$ cat src/rtl/uart_ins_loader.sv
// 8N1 UART receiver that packs four bytes (big-endian) into an instruction word
// and strobes it with an auto-incrementing address. Optional macro: UART_INS_LOADER_TIMEOUT_EN.
`timescale 1ns/1ps
module uart_ins_loader #(
  parameter int CLK_HZ       = 50000000,
  parameter int BAUD         = 115200,
  parameter int ADDR_W       = 8,
  parameter int TIMEOUT_BITS = 20
) (
  input  logic              CLK,
  input  logic              RST,
  input  logic              RXD,
  output logic [31:0]       W_Ins,
  output logic              WE,
  output logic [ADDR_W-1:0] W_Addr,
  output logic              BUSY,
  output logic              FERR
);

  localparam int CPB   = CLK_HZ / BAUD;
  localparam int CNT_W = $clog2(CPB);
  localparam logic [CNT_W-1:0] FULL = CNT_W'(CPB - 1);
  localparam logic [CNT_W-1:0] HALF = CNT_W'(CPB / 2 - 1);

  if (CPB < 4) begin : g_bad_cpb
    $error("uart_ins_loader: CLK_HZ/BAUD must be at least 4");
  end
  if (TIMEOUT_BITS < 1) begin : g_bad_timeout
    $error("uart_ins_loader: TIMEOUT_BITS must be positive");
  end

  typedef enum logic [1:0] {IDLE, START, DATA, STOP} state_t;

  state_t           state, state_nxt;
  logic             rx_s1, rx_s2, rx;
  logic [CNT_W-1:0] cnt;
  logic [2:0]       bit_idx;
  logic [7:0]       shift;
  logic [1:0]       byte_idx;
  logic [23:0]      shadow;
  logic             half_hit, full_hit;
  logic             cnt_clr, start_det, start_ok, bit_shift, byte_done, frame_err;

  always_ff @(posedge CLK) begin
    if (!RST) begin
      rx_s1 <= 1'b1;
      rx_s2 <= 1'b1;
    end else begin
      rx_s1 <= RXD;
      rx_s2 <= rx_s1;
    end
  end
  assign rx = rx_s2;

  assign half_hit = (cnt == HALF);
  assign full_hit = (cnt == FULL);

  always_ff @(posedge CLK) begin
    if (!RST) state <= IDLE;
    else      state <= state_nxt;
  end

  always_comb begin
    state_nxt = state;
    case (state)
      IDLE:  if (!rx) state_nxt = START;
      START: if (half_hit) state_nxt = rx ? IDLE : DATA;
      DATA:  if (full_hit && bit_idx == 3'd7) state_nxt = STOP;
      STOP:  if (full_hit) state_nxt = IDLE;
      default: state_nxt = IDLE;
    endcase
  end

  always_comb begin
    cnt_clr   = 1'b0;
    start_det = 1'b0;
    start_ok  = 1'b0;
    bit_shift = 1'b0;
    byte_done = 1'b0;
    frame_err = 1'b0;
    case (state)
      IDLE: begin
        cnt_clr   = 1'b1;
        start_det = !rx;
      end
      START: begin
        cnt_clr  = half_hit;
        start_ok = half_hit && !rx;
      end
      DATA: begin
        cnt_clr   = full_hit;
        bit_shift = full_hit;
      end
      STOP: begin
        cnt_clr   = full_hit;
        byte_done = full_hit && rx;
        frame_err = full_hit && !rx;
      end
      default: cnt_clr = 1'b1;
    endcase
  end

`ifdef UART_INS_LOADER_TIMEOUT_EN
  localparam int TO_LIM = TIMEOUT_BITS * CPB;
  localparam int TO_W   = $clog2(TO_LIM + 1);
  logic [TO_W-1:0] idle_cnt;
  logic            idle_wait, timeout_hit;

  assign idle_wait   = (state == IDLE) && (byte_idx != 2'd0);
  assign timeout_hit = idle_wait && rx && (idle_cnt == TO_W'(TO_LIM - 1));

  always_ff @(posedge CLK) begin
    if (!RST || start_det || !idle_wait || timeout_hit) idle_cnt <= '0;
    else                                                idle_cnt <= idle_cnt + 1'b1;
  end
`endif

  // WE is a one-cycle strobe with no back-pressure: W_Ins/W_Addr are valid
  // only while it is high, and the address advances on the following cycle.
  always_ff @(posedge CLK) begin
    if (!RST) begin
      cnt      <= '0;
      bit_idx  <= '0;
      shift    <= '0;
      byte_idx <= '0;
      shadow   <= '0;
      W_Ins    <= '0;
      WE       <= 1'b0;
      W_Addr   <= '0;
      FERR     <= 1'b0;
    end else begin
      WE  <= 1'b0;
      cnt <= cnt_clr ? '0 : cnt + 1'b1;
      if (WE) W_Addr <= W_Addr + 1'b1;
      if (start_ok)       bit_idx <= '0;
      else if (bit_shift) bit_idx <= bit_idx + 1'b1;
      if (bit_shift) shift <= {rx, shift[7:1]};
      if (frame_err) FERR <= 1'b1;
      if (byte_done) begin
        case (byte_idx)
          2'd0: shadow[23:16] <= shift;
          2'd1: shadow[15:8]  <= shift;
          2'd2: shadow[7:0]   <= shift;
          default: begin
            W_Ins <= {shadow, shift};
            WE    <= 1'b1;
          end
        endcase
        byte_idx <= byte_idx + 1'b1;
      end
`ifdef UART_INS_LOADER_TIMEOUT_EN
      if (timeout_hit) begin
        byte_idx <= '0;
        shadow   <= '0;
      end
`endif
    end
  end

  assign BUSY = (state != IDLE) || (byte_idx != 2'd0);

endmodule

$ cat config.mk
export PLATFORM = sky130hd
export DESIGN_NAME = uart_ins_loader
export DESIGN_NICKNAME = d
export VERILOG_FILES = /design/src/rtl/uart_ins_loader.sv
export SDC_FILE = /design/constraint.sdc
export NUM_CORES = 1
export LEC_CHECK = 0
export CAP_MARGIN = 5
export CORE_MARGIN = 5
export CORE_UTILIZATION = 34
export CTS_CLUSTER_DIAMETER = 80
export CTS_CLUSTER_SIZE = 16
export DETAILED_ROUTE_END_ITERATION = 8
export SYNTH_ARGS = -nofsm -noshare
export SYNTH_HDL_FRONTEND = slang
export SYNTH_SLANG_ARGS = --single-unit
$ cat constraint.sdc
create_clock -name CLK -period 3.16 [get_ports CLK]
set_clock_uncertainty 0.05 [all_clocks]
set_input_delay 0.948 -clock CLK [delete_from_list [all_inputs] [get_ports CLK]]
set_output_delay 0.948 -clock CLK [all_outputs]
set_load 0.01 [all_outputs]
## Yosys cells after proc, flatten, opt, wreduce, memory -nomap -nowiden

Index checks and enable logic that the tools add are counted.

- Register bits after elaboration: 92
- Input port bits: 3
- Logic and storage cells: 64

- Add/subtract/negate cells: 4
- Reduce and logical (&&, ||, !) cells: 20
- Bitwise logic cells: 2
- Multiplexer cells: 12
- Equal/unequal tests: 12

Operator list:

| operator | count |
|---|---|
| two-way mux 2 bit | 5 |
| AND reduction 2 bit | 5 |
| adder 9 x 1 -> 9 bit (second input constant) | 1 |
| == test 9 x 8 -> 1 bit (second input constant) | 1 |
| == test 9 bit (second input constant) | 1 |
| adder 8 x 1 -> 8 bit (second input constant) | 1 |
| != test 2 bit (second input constant) | 4 |
| one-hot mux 2 bit (4 select lines) | 1 |
| == test 2 bit (second input constant) | 3 |
| OR reduction 2 bit | 3 |
| two-way mux 1 bit | 5 |
| == test 2 x 1 -> 1 bit (second input constant) | 2 |
| logical AND 1 bit | 4 |
| zero test 2 bit | 2 |
| AND reduction 4 bit | 1 |
| nonzero test 2 bit | 2 |
| adder 3 x 1 -> 3 bit (second input constant) | 1 |
| == test 3 bit (second input constant) | 1 |
| one-hot mux 1 bit (3 select lines) | 1 |
| OR reduction 3 bit | 1 |
| adder 2 x 1 -> 2 bit (second input constant) | 1 |
| inverter 1 bit | 2 |
| zero test 1 bit | 1 |
| logical OR 1 bit | 1 |

## Depth between registers and ports, before layout

Gate-level depths: netlist of the first run.

- Word-level depth: 4
- Mapped depth: 8
- Gate-level depth less buffers: 6

## Worst setup path before layout of the first run

No wires, ideal clock.

- Path kind: in2reg
- From: in RST
- To: reg cnt[2]
- Stages on the path: 4
- Buffers on the path: 2
- Required time: 3.043 ns
- Data arrival time: 1.787 ns
- Setup slack: 1.256 ns
- Setup time: 0.067 ns
- Cells stage by stage: clkbuf_1 clkbuf_1 o21ai_1 nor2_1

- Cells in the longest elaborated chain, start to end: 2

Ends and longest elaborated chain:

| item | RTL line | text |
|---|---|---|
| start, declared | 11 | `input logic RST,` |
| inverter 1 bit (no source line) | -- |  |
| OR reduction 2 bit (no source line) | -- |  |
| end signal, assigned | 133 | `cnt <= cnt_clr ? '0 : cnt + 1'b1;` |
| end, declared | 36 | `logic [CNT_W-1:0] cnt;` |

No other way between the ends.
A chain may end at the register's enable or synchronous reset.

## Worst setup path after layout of the first run

- From: reg byte_idx[0]
- To: out BUSY

- Cells in the longest elaborated chain, start to end: 2

Ends and longest elaborated chain:

| item | RTL line | text |
|---|---|---|
| start, declared | 39 | `logic [1:0] byte_idx;` |
| start signal, assigned | 149 | `byte_idx <= byte_idx + 1'b1;` |
| nonzero test 2 bit | 160 | `assign BUSY = (state != IDLE) \|\| (byte_idx != 2'd0);` |
| logical OR 1 bit | 160 |  |
| end, declared | 16 | `output logic BUSY,` |

No other way between the ends.

==> results of run 1 <==
-- cells by family (layout without fill, tap and decap cells) --
| kind of cell | after synthesis | count (layout) | share of synthesized area [%] |
|---|---|---|---|
| AND/OR/NAND/NOR | 138 | 138 | 19.6 |
| flip-flops | 92 | 92 | 51.2 |
| AO/OA/AOI/OAI | 46 | 46 | 7.48 |
| multiplexers | 36 | 36 | 10.0 |
| buffers and inverters | 30 | 73 | 4.77 |
| XOR/XNOR | 14 | 14 | 3.41 |
| adder cells (fa/ha/maj) | 10 | 10 | 3.48 |
-- power groups by stage --
stage / combinational [mW] / sequential (mW) / clock, mW
final: 0.0300 / 1.16 / 0.795
after global routing: 0.0338 / 1.16 / 0.871
after CTS: 0.0304 / 1.16 / 0.827
after detailed placement: 0.0303 / 1.19 / 0
after global placement: 0.0302 / 1.19 / 0
after floorplan: 0.0210 / 1.19 / 0
-- flip-flops by register name, indices dropped and copies added (netlist names), named ones only --
signal / cells
state: 1
WE: 1
rx_s1: 1
FERR: 1
shift: 8
bit_idx: 3
W_Addr: 8
byte_idx: 2
W_Ins: 32
rx: 1
cnt: 9
shadow: 24
-- final cells by class --
cell class,count,area (sq um)
multi-input cells,244,1590
flip-flops and latches,92,1840
fillers,1036,6010
inverters,8,30.0
clock buffers,10,128
well taps,136,170
clock inverters,6,71.3
repair buffers,49,488
-- placed cells by master, fill, tap and decap left out, types with 4 or more instances in the layout --
cell and instances:
sky130_fd_sc_hd__xnor2_1 6, sky130_fd_sc_hd__ha_1 10, sky130_fd_sc_hd__a21oi_1 5, sky130_fd_sc_hd__nand4_1 7, sky130_fd_sc_hd__o21ai_1 26, sky130_fd_sc_hd__xor2_1 8
sky130_fd_sc_hd__clkdlybuf4s50_1 44, sky130_fd_sc_hd__mux2i_1 36, sky130_fd_sc_hd__nand2b_1 4, sky130_fd_sc_hd__inv_1 8, sky130_fd_sc_hd__nand3_1 38, sky130_fd_sc_hd__dfxtp_1 92
sky130_fd_sc_hd__nor2_1 32, sky130_fd_sc_hd__clkbuf_8 9, sky130_fd_sc_hd__o21ai_2 7, sky130_fd_sc_hd__nand2_1 36
-- final timing paths --
check | start | endpoint | slack (ps) | depth (start not counted)
max | byte_idx[0] | BUSY | 500 | 4
min reg2reg | rx_s1 | rx | 370 | 1
min | rx_s1 | rx | 370 | 1
max reg2reg | cnt[0] | W_Ins[17] | 900 | 6
-- stage by stage --
step | hold WS (ps) | util [%] | total power [mW] | setup WS (ps) | area [sq um]
2_1_floorplan | 336 | - | 1.21 | 1260 | 3590
6_report | 366 | 41.8 | 1.99 | 501 | 4320
4_1_cts | 370 | 41.8 | 2.02 | 464 | 4320
5_1_grt | 395 | 41.8 | 2.07 | 404 | 4320
3_5_place_dp | 346 | 39.9 | 1.22 | 860 | 4120
3_3_place_gp | 340 | 39.9 | 1.22 | 891 | 4120
-- critical path, stage by stage, from the launching register on --
cell	delay, ps
sky130_fd_sc_hd__dfxtp_1	400
sky130_fd_sc_hd__inv_1	90
sky130_fd_sc_hd__ha_1	220
sky130_fd_sc_hd__nand2_1	60
sky130_fd_sc_hd__clkdlybuf4s50_1	540
-- layer usage --
layer  vias to the layer above  track usage [%]  share of wire, %
li1                       1341                -                 -
met4                         0             3.29               1.4
met1                      1192             14.3                49
met5                         -                0                 0
met2                        44             18.5                45
met3                        12             3.80               4.9
==> run summary, run 1 <==
Status
• **result of the run** complete, no violations

Yosys
• **Yosys warnings** 0
• **summed instance area of the synthesized netlist** 3590 sq um
• **Post-synth EDFFs** 0
• **Syn Area/Cell** 9.82 sq um
• **post-synthesis register bit count** 92
• **top flip-flop cell by instance count after synthesis** sky130_fd_sc_hd__dfxtp_1
• **cell taking the most area after synthesis** sky130_fd_sc_hd__dfxtp_1
• **net count after synthesis** 379
• **count of different cell masters after synthesis** 37
• **commonest cells in the synthesized netlist** sky130_fd_sc_hd__dfxtp_1 (92), sky130_fd_sc_hd__nand3_1 (38), sky130_fd_sc_hd__mux2i_1 (36), sky130_fd_sc_hd__nand2_1 (36), sky130_fd_sc_hd__nor2_1 (32)
• **cells after synthesis** 366
• **cell types occupying the most area after synthesis** sky130_fd_sc_hd__dfxtp_1 (51%), sky130_fd_sc_hd__mux2i_1 (10%), sky130_fd_sc_hd__nand3_1 (5.3%)
• **proportion of netlist area held by the largest area contributor** 51.2%
• **most common cell in the synthesized netlist** sky130_fd_sc_hd__dfxtp_1
• **part of the Yosys area used for sequential elements** 51.2%
• **Async SR Flop Fraction** 0%

Timing
• **final hold viol count** 0
• **setup repair after global routing missed its margin** no
• **final critical path time including I/O delays and setup** 2660 ps
• **share of the clock period used by the worst path after layout** 84.2%
• **slew of the pin with the lowest slew margin** 642 ps
• **worst rel slew slack** 56.9%
• **post-route setup TNS** 0 ps
• **Final setup violation count** 0
• **achievable clock frequency** 0.376 GHz
• **count of pins over their slew limit** 0

Pwr
• **share of power burned in the clock network** 40.0%
• **cell-internal power** 1.54 mW
• **proportion of power drawn by flip-flops and latches** 58.5%
• **static power due to leakage** 1.61 nW
• **power share of the combinational group** 1.5%
• **power per standard cell area** 460 nW/um^2
• **switching fraction of total power** 22.4%
• **net switching power** 444 uW
• **maximum resistive drop on vdd** 0.180 mV

Clocking
• **post-CTS setup-driven buffer insertion count** 0
• **clock tree from TritonCTS** built
• **number of buffers added by the clock tree synthesis step** 9
• **number of instances resized during post-cts repair** 0
• **Worst-path clk slew** 90 ps
• **CTS root buf** sky130_fd_sc_hd__clkbuf_8
• **H-tree depth** 3
• **Sink Count** 92
• **worst skew pair latency** 360 ps
• **hold-fix buffer count after cts** 0
• **Max Buffers Root-to-Sink** 2

Die
• **die width** 113 microns
• **CORE AREA** 10300 sq um
• **I/O Pins** 46
• **Starting Density** 34.8%
• **row count** 37
• **Die Area** 12700 sq um
• **die span in y** 113 microns

Setup path
• **kind of end point of the critical path** primary output
• **worst setup path class** reg -> out
• **crit path DAT** 1660 ps
• **nature of the critical path startpoint** flip-flop
• **maximum fanout encountered on the critical timing path** 4
• **required time worst endpoint** 2160 ps

Cells and area
• **fraction of layout instances using a drive strength above 1** 8.56%
• **ANT cells** 0
• **non-filler cells, final** 545
• **net count reported at finish** 417
• **layout overhead on the synthesized area** 20.1%

Drt
• **count of unresolved DRC violations after routing** 0
• **1st-iter DRT viols** 120
• **final wirelength** 6980 microns
• **number of iterations in the first detailed-routing pass** 6
• **routed len/inst** 12.8 microns
• **detailed-route via count** 2589
• **Antenna Nets Post-Route** 0
• **mean number of vias per cell** 4.75

Global route
• **number of global-route vias before repair** 2520
• **grt ovf** 0
• **global-route wire length before repair** 11900 microns
• **global-route usage over all layers** 11.3%
• **number of antenna violations at the first check in global routing** 0
• **largest net degree at the start of global routing** 65

Placement
• **total half-perimeter wirelength after legalization and detailed placement** 4930 microns
• **Placed Instances** 529
• **Port Buf Inserts** 45
• **routability congestion estimate from global placement** 0.759

Job
• **number of max-cap violations** 0

Hold path
• **type of the worst min-delay path** reg -> reg

No activity file was read; power rests on OpenSTA's default activity.
==> inputs of run 2 (changes only) <==
- clock period: 3.16 -> 2.6 ns (I/O delays scaled with it)
==> run 2 against run 1 <==
Net effect: cell count increased by 0.18%; via count down 0.23%; critical path depth unchanged; total power is 26% higher; worst hold slack about the same; sequential power up 22%; critical path type unchanged; critical endpoint unchanged; largest power group unchanged.
==> run summary, run 2 (synthesized netlist as in run 1, its figures left out) <==
Die
• **die span in y** 113 microns
• **row count** 37
• **I/O Pins** 46
• **CORE AREA** 10300 sq um
• **Die Area** 12700 sq um
• **Starting Density** 34.8%
• **die width** 113 microns

Cells and area
• **final standard cell area without fillers** 4350 sq um
• **Largest regs** W_Ins (32), shadow (24), cnt (9)
• **number of flip-flops under the largest register name** 32
• **net count reported at finish** 419
• **share of the core filled with cells in the final layout** 42.2%
• **ANT cells** 0
• **layout overhead on the synthesized area** 21.1%
• **most frequent cells in the layout** sky130_fd_sc_hd__dfxtp_1 (92), sky130_fd_sc_hd__clkdlybuf4s50_1 (44), sky130_fd_sc_hd__nand3_1 (38), sky130_fd_sc_hd__nand2_1 (36), sky130_fd_sc_hd__mux2i_1 (36)
• **most frequent standard cell in the layout excluding fill and tap cells** sky130_fd_sc_hd__dfxtp_1
• **fraction of layout instances using a drive strength above 1** 9.02%
• **largest register by flop count** W_Ins

Timing
• **final hold viol count** 0
• **slew of the pin with the lowest slew margin** 654 ps
• **achievable clock frequency** 0.403 GHz
• **count of pins over their slew limit** 0
• **worst rel slew slack** 56.3%
• **Final setup violation count** 0
• **final critical path time including I/O delays and setup** 2480 ps
• **post-route setup TNS** 0 ps
• **share of the clock period used by the worst path after layout** 95.5%
• **setup repair after global routing missed its margin** no

Hold path
• **number of stages on the worst hold path** 1
• **startpoint of the worst hold path** rx_s1
• **Worst Hold Endpoint** rx
• **type of the worst min-delay path** reg -> reg

Clocking
• **number of instances resized during post-cts repair** 0
• **clock tree from TritonCTS** built
• **Worst-path clk slew** 90 ps
• **H-tree depth** 3
• **hold-fix buffer count after cts** 0
• **CTS root buf** sky130_fd_sc_hd__clkbuf_8
• **Sink Count** 92
• **number of buffers added by the clock tree synthesis step** 9
• **Max Buffers Root-to-Sink** 2
• **worst skew pair latency** 350 ps
• **post-CTS setup-driven buffer insertion count** 0

Placement
• **Cell Area, Placed** 4130 sq um
• **routability congestion estimate from global placement** 0.811
• **Port Buf Inserts** 45
• **total half-perimeter wirelength after legalization and detailed placement** 5030 microns

Setup path
• **kind of end point of the critical path** primary output
• **crit path DAT** 1650 ps
• **nature of the critical path startpoint** flip-flop
• **worst setup path class** reg -> out
• **Reg2Reg Capture Point** W_Ins[24]
• **FF-to-FF path depth** 6
• **required time worst endpoint** 1770 ps
• **worst r2r src** cnt[0]
• **worst setup slack for register-to-register paths** 300 ps
• **maximum fanout encountered on the critical timing path** 4

Pwr
• **post-layout total power** 2.49 mW
• **maximum resistive drop on vdd** 0.271 mV
• **power per standard cell area** 573 nW/um^2
• **static power due to leakage** 1.64 nW

Drt
• **final wirelength** 6950 microns
• **number of iterations in the first detailed-routing pass** 4
• **routed len/inst** 12.7 microns
• **mean number of vias per cell** 4.73
• **count of unresolved DRC violations after routing** 0
• **detailed-route via count** 2583
• **1st-iter DRT viols** 127
• **Antenna Nets Post-Route** 0

Global route
• **largest net degree at the start of global routing** 55
• **global-route usage over all layers** 11.4%
• **number of global-route vias before repair** 2454
• **global-route wire length before repair** 11900 microns
• **number of antenna violations at the first check in global routing** 0
• **grt ovf** 0

Job
• **number of max-cap violations** 0

Status
• **result of the run** complete, no violations

-- run 2: cell count changes in the layout (fill, tap and decap cells not counted) --
cell / delta
sky130_fd_sc_hd__buf_4: +2
sky130_fd_sc_hd__bufinv_16: +1
sky130_fd_sc_hd__clkbuf_1: -1
sky130_fd_sc_hd__clkinv_4: +1
sky130_fd_sc_hd__clkinvlp_4: -1
sky130_fd_sc_hd__inv_6: -2
sky130_fd_sc_hd__inv_8: +1
-- run 2: worst max-delay path by stage --
stage | from | to | slack, ps | cells past startpoint
2_1_floorplan | cnt[0] | W_Ins[10] | 760 | 7
3_3_place_gp | cnt[0] | W_Ins[31] | 360 | 6
3_5_place_dp | cnt[0] | W_Ins[24] | 300 | 6
4_1_cts | byte_idx[0] | BUSY | 70 | 4
5_1_grt | byte_idx[0] | BUSY | 10 | 4
6_report | byte_idx[0] | BUSY | 120 | 4
-- run 2: cell type report --
type | count | area (sq um)
Tap cell | 136 | 170
Timing Repair Buffer | 51 | 503
Inverter | 8 | 30.0
Fill cell | 988 | 5970
Sequential cell | 92 | 1840
Clock inverter | 6 | 96.3
Multi-Input combinational cell | 244 | 1590
Clock buffer | 9 | 124
-- run 2: metrics by stage --
| step | std cells | hold slack (ps) | setup WS (ps) |
|---|---|---|---|
| floorplan | 366 | 336 | 756 |
| global placement | 531 | 343 | 365 |
| detailed placement | 531 | 346 | 304 |
| CTS | 546 | 368 | 69.6 |
| global route | 546 | 411 | 11.1 |
| finish | 546 | 366 | 118 |
-- run 2: where the power goes --
part	internal, mW	switching (mW)	leakage, nW
clock	0.548	0.499	0.108
sequential	1.41	0.00247	0.741
combinational	0.00961	0.0257	0.787
-- run 2: per-layer routing --
layer  GRT usage (%)  vias to the layer above  part of all wire, %
met4            3.61                        0                  1.3
met2            18.6                       50                   47
met5               0                        -                    0
met1            14.1                     1176                   46
li1                -                     1350                    -
met3            3.90                        7                  5.2
-- run 2: critical path, cell delays in order, from the launching register on --
cell and delay (ps):
sky130_fd_sc_hd__dfxtp_1 400, sky130_fd_sc_hd__inv_1 80, sky130_fd_sc_hd__ha_1 220, sky130_fd_sc_hd__nand2_1 60
sky130_fd_sc_hd__clkdlybuf4s50_1 540
==> patch 1 (config.mk and constraints of run 2) <==
Change the parameter `BAUD` from 115200 to 28800.
--- a/src/rtl/uart_ins_loader.sv
+++ b/src/rtl/uart_ins_loader.sv
@@ -5,3 +5,3 @@
   parameter int CLK_HZ       = 50000000,
-  parameter int BAUD         = 115200,
+  parameter int BAUD         = 28800,
   parameter int ADDR_W       = 8,
Formal check against the unedited RTL: same outputs for any inputs over 10 cycles, from zero or initial values and one cycle with RST low; that may be too few to reach the edited logic, so the function may still have changed.
==> patch 1 against run 2 <==
Routed wire length increased by 3.7%; synthesized cell count up 0.55%; clock power down 13%; non-clock buffer count down 2; combinational power grew 12%; cell area grew 1.9%; sequential cell count is 2 higher; utilization fell by 1.1 points; total power shrank 3.8%; area after synthesis grew 3.7%; critical path depth unchanged; worst setup slack worse by 14 ps; sequential share of layout area grew 0.17 points; count of clock-buffer cells in the layout is 1 higher; largest cell class unchanged; largest power group unchanged; highest routed layer unchanged.
==> patch 1: results (changes against run 2) <==
| Metric | Value |
|---|---|
| GP Congestion | `0.727 (-10%)` |
| Register area | `1880 um2 (+2.3%)` |
| Leakage | `1.94 nW (+19%)` |
| Final wirelength | `7.21 mm (+3.7%)` |
| Comb pwr share | `0.016 (+0.002)` |
| Distinct cells, synth | `39 (+5.4%)` |
| Final setup fails | `0 (unchanged)` |
| # nets final | `420 (+0.24%)` |
| First DRT Iteration DRCs | `118 (-7.1%)` |
| WL/cell | `13.0 um (+2.2%)` |
| WL met2 | `3.34 mm (+2.1%)` |
| Net Sw Power | `0.000562 W (+6.5%)` |
| Pin count of the biggest net entering global routing | `39 (-29%)` |
| Worst hold path stage count | `1 (unchanged)` |
| Routed wl met3 | `326 um (-9.7%)` |
| Multi-In Gates | `248 (+1.6%)` |
| Synth Area per Inst | `10.1 um2 (+3.2%)` |
| Post-detail-place hpwl | `5.02 mm (-0.28%)` |
| Met1 usage | `0.150 (+0.00825)` |
| Flip-flop and latch count | `94 (+2.2%)` |
| Hold endpoint | `rx$_SDFF_PN1_` |
| Fraction of layout instances using a drive strength above 1 | `0.0749 (-0.0154)` |
| Arrival @ worst endpoint | `1670 ps (+20 ps)` |
| Invs w/o clock | `7 (-1)` |
| Top cells by count, synth | `dfxtp_1, nand2_1, mux2i_1, nor2_1, clkbuf_1` |
| Clock network contribution to total cell area | `0.0426 (-0.00799)` |
| Int Pwr | `0.00184 W (-6.6%)` |
| Status | `finished clean` |
| Top Metal Used | `met4` |
| Area contributors post-synth | `dfxtp_1, mux2i_1, nand2_1` |
| First-pass GRT wire length | `12.4 mm (+3.6%)` |
| Cells after DPL | `538 (+1.3%)` |
| GR Util met3 | `0.0322 (-0.00680)` |
| Worst-Margin Slew | `569 ps (-85.3 ps)` |
| Reg2Reg Depth | `5 (-1)` |
| FF-to-FF End | `W_Ins[4]$_SDFFE_PN0P_` |
| Total GRT Usage | `0.118 (+0.00399)` |
| Top cell type's share of synthesized area | `0.505 (-0.00766)` |
| Clock group | `0.000916 W (-13%)` |
| R2R Setup Slk | `590 ps (+290 ps)` |
| Max IR drop VDD | `263 uV (-3.0%)` |
| Vias | `2598 (+0.58%)` |
| Clock buffers | `10 (+1)` |
| Fillers | `1085 (+9.8%)` |
| Met2 usage in global routing | `0.189 (+0.00218)` |
| Multi-input combinational area share | `0.380 (+0.0152)` |
| Largest regs | `W_Ins x32, shadow x24, cnt x11` |
| Buffering overhead | `0.107 (-0.00835)` |
| Post-DP Area | `4250 um2 (+2.7%)` |
| Non-Clock Buffer Count | `49 (-3.9%)` |
| Sequential-to-total area share from yosys stat | `0.505 (-0.00766)` |
| Cts bufs inserted | `9 (unchanged)` |
| Setup WS pre-CTS | `410 ps (+106 ps)` |
| Met1 WL | `3.42 mm (+5.9%)` |
==> patch 1: cell types whose count changed after synthesis, sizes merged, moves of 3 or more <==
cell,before,now
nand2,39,76
o21ai,36,2
mux2i,36,68
nand3,38,7
buf,13,7
clkbuf,9,12
xnor2,6,9
==> patch 1: logic make-up after synthesis <==
logic type                 count (synthesis)  share of synthesized area
and+or+nand+nor                          145                      0.182
DFF                                       94                      0.505
muxes                                     68                      0.183
buffers and inverters                     26                     0.0430
xor gates and xnor gates                  16                     0.0376
AOI/OAI and AO/OA                         11                     0.0238
adders and majority gates                  8                     0.0268
==> patch 1: worst max path at each step <==
stage,from,to,slack (ps),depth (start not counted)
6_report,byte_idx[0]$_SDFFE_PN0P_,BUSY,100,4
5_1_grt,byte_idx[1]$_SDFFE_PN0P_,BUSY,0.8,4
4_1_cts,byte_idx[0]$_SDFFE_PN0P_,BUSY,4,4
3_5_place_dp,byte_idx[0]$_SDFFE_PN0P_,BUSY,410,4
3_3_place_gp,byte_idx[0]$_SDFFE_PN0P_,BUSY,450,4
2_1_floorplan,RST,W_Addr[0]$_SDFFE_PN0P_,740,5
==> patch 1: critical path: stages (launching register included) <==
cell	delay, ps
dfxtp_2	370
inv_1	70
ha_1	230
nand3_1	100
clkdlybuf4s50_1	540
==> patch 1: what timing repair did <==
action	4_1_cts	5_1_grt
setup endpoints to repair	0	1
resized for setup	0	2
hold buffers	0	0
==> patch 1: per-stage QoR <==
stage | hold slack (ps) | utilization
final | 383 | 0.411
after global routing | 410 | 0.411
after CTS | 395 | 0.411
after detailed placement | 365 | 0.393
after global placement | 350 | 0.393
after floorplan | 336 | -
==> patch 2 (settings of run 2) <==
Made on the original files. Register the output `FERR` once more, without a reset; this adds one clock of latency there. The other outputs are not delayed to match.
--- a/src/rtl/uart_ins_loader.sv
+++ b/src/rtl/uart_ins_loader.sv
@@ -23,2 +23,4 @@
   localparam logic [CNT_W-1:0] HALF = CNT_W'(CPB / 2 - 1);
+
+  logic FERR_s0;
 
@@ -129,3 +131,3 @@
       W_Addr   <= '0;
-      FERR     <= 1'b0;
+      FERR_s0  <= 1'b0;
     end else begin
@@ -137,3 +139,3 @@
       if (bit_shift) shift <= {rx, shift[7:1]};
-      if (frame_err) FERR <= 1'b1;
+      if (frame_err) FERR_s0 <= 1'b1;
       if (byte_done) begin
@@ -161,2 +163,6 @@
 
+  always_ff @(posedge CLK) begin
+    FERR <= FERR_s0;
+  end
+
 endmodule
Check against the original RTL: no difference found for any inputs over 10 cycles, from zero or initial values and one cycle with RST low; that may be too few to reach the edited logic, so the function may still have changed.
==> patch 2 against run 2 <==
Total power fell by 4.2%; non-clock buffer count stayed put; sequential cell count up 1; via count up 1.2%; maximum frequency shrank 0.99%; worst setup slack worse by 25 ps; cell area is 0.57% lower; area after synthesis grew 0.56%; routed wire length increased by 3.3%; hold slack got worse by 60 ps; highest routed layer unchanged.
==> patch 2: results (changes against run 2) <==
| Metric | Value |
|---|---|
| Status | `finished clean` |
| Hold endpoint | `FERR$_DFF_P_` |
| # nets final | `420 (+0.24%)` |
| R2R Path Start | `cnt[0]$_SDFF_PP0_` |
| R2R Setup Slk | `330 ps (+30 ps)` |
| Pin count of the biggest net entering global routing | `65 (+18%)` |
| Post-CTS resize count | `0 (unchanged)` |
| Total GRT Usage | `0.119 (+0.00478)` |
| Vias in the first global route | `2556 (+4.2%)` |
| Die Area | `12800 um2 (+0.51%)` |
| Worst hold path stage count | `0 (-1)` |
| Antenna Cells | `0 (unchanged)` |
| First DRT Iteration DRCs | `115 (-9.4%)` |
| Async set-reset flop share out of synthesis | `0 (unchanged)` |
| FF-to-FF End | `W_Ins[10]$_SDFFE_PN0P_` |
| Hold_ws | `306 ps (-60.2 ps)` |
| Arrival @ worst endpoint | `1680 ps (+30 ps)` |
| Clock Tree Buf Depth | `2 (unchanged)` |
| Top cells by count, synth | `dfxtp_1, nand3_1, mux2i_1, nand2_1, nor2_1` |
| Largest regs | `W_Ins x32, shadow x24, cnt x9` |
| H-tree depth | `3 (unchanged)` |
| Worst-Margin Slew | `632 ps (-22.7 ps)` |
| Hold crit path type | `flop to flop` |
| Top FF cell, synth | `dfxtp_1` |
| Vias per cell | `4.77 (+0.87%)` |
| Root Buffer | `clkbuf_8` |
| Worst skew pair latency | `360 ps` |
| Initial antenna violation count | `0 (unchanged)` |
| WL/cell | `13.1 um (+2.9%)` |
| Reg2Reg Depth | `6 (unchanged)` |
| Port buffer count | `45 (unchanged)` |
| Fraction of layout instances using a drive strength above 1 | `0.0922 (+0.00199)` |
| Sequential-to-total area share from yosys stat | `0.515 (+0.00270)` |
| Max IR drop VDD | `230 uV (-15%)` |
| Detailed Routing Iterations Pass 1 | `4 (unchanged)` |
| Clock transition at path regs | `80 ps` |
| Fillers | `1067 (+8.0%)` |
| GP Congestion | `0.768 (-5.3%)` |
| Cts bufs inserted | `9 (unchanged)` |
| Post-CTS Setup Inserts | `0 (unchanged)` |
| Area contributors post-synth | `dfxtp_1, mux2i_1, nand3_1` |
| First-pass GRT wire length | `12.3 mm (+3.1%)` |
| Maximum net fanout on the critical path | `4 (unchanged)` |
| Post-synth net total | `380 (+0.26%)` |
| Post-detail-place hpwl | `4.98 mm (-1.0%)` |
| Leakage | `1.63 nW (-0.62%)` |
| Hold Path Origin | `FERR_s0$_SDFFE_PN0P_` |
## patch 2: kinds of logic (layout without fill, tap and decap cells)
kind of cell | after synthesis | in the layout | synth area share
buffers and inverters | 30 | 75 | 0.0474
AOI/OAI and AO/OA | 46 | 46 | 0.0744
DFF | 93 | 93 | 0.515
and+or+nand+nor | 138 | 138 | 0.195
xor gates and xnor gates | 14 | 14 | 0.0339
muxes | 36 | 36 | 0.0997
adders and majority gates | 10 | 10 | 0.0346
## patch 2: how the worst max path moves through the flow
stage	startpoint	depth (start not counted)	slack, ps	endpoint
floorplan	cnt[0]$_SDFF_PP0_	7	760	W_Ins[10]$_SDFFE_PN0P_
global placement	cnt[0]$_SDFF_PP0_	6	380	W_Ins[16]$_SDFFE_PN0P_
detailed placement	cnt[0]$_SDFF_PP0_	6	340	W_Ins[2]$_SDFFE_PN0P_
CTS	byte_idx[0]$_SDFFE_PN0N_	4	60	BUSY
global route	byte_idx[0]$_SDFFE_PN0N_	4	10	BUSY
finish	byte_idx[0]$_SDFFE_PN0N_	4	90	BUSY
## patch 2: where the power goes
group          switching (W)  internal [W]
clock network       0.000553      0.000371
logic              0.0000265     0.0000102
registers         0.00000232       0.00143
total               0.000582       0.00181
## patch 2: cell type report
type	instances	area (um2)	area share
Clock buffer	9	124	0.0286
Clock inverter	7	63.8	0.0147
Inverter	8	30.0	0.00694
Multi-Input combinational cell	244	1590	0.367
Sequential cell	93	1860	0.430
Tap cell	136	170	0.0393
Timing Repair Buffer	51	490	0.113
## patch 2: per-layer routing
metal / vias up / part of all wire / global-route usage
met2: 49 / 0.47 / 0.191
met5: - / 0 / 0
met4: 0 / 0.010 / 0.0313
li1: 1347 / - / -
met1: 1213 / 0.48 / 0.152
met3: 6 / 0.048 / 0.0422
## patch 2: worst reg2reg max path: cells and delay by family (launching register included)
kind / cells / cell delay (ps)
AO/OA/AOI/OAI: 1 / 60
adder cells (fa/ha/maj): 1 / 260
buffers and inverters: 1 / 330
flip-flops: 1 / 430
AND/OR/NAND/NOR: 3 / 1020
## patch 2: metrics by stage
step	area (um2)	setup WS, ps	instances
2_1_floorplan	3610	756	367
4_1_cts	4330	58.4	548
3_5_place_dp	4140	340	532
6_report	4330	92.9	548
5_1_grt	4330	14.0	548
3_3_place_gp	4140	385	532
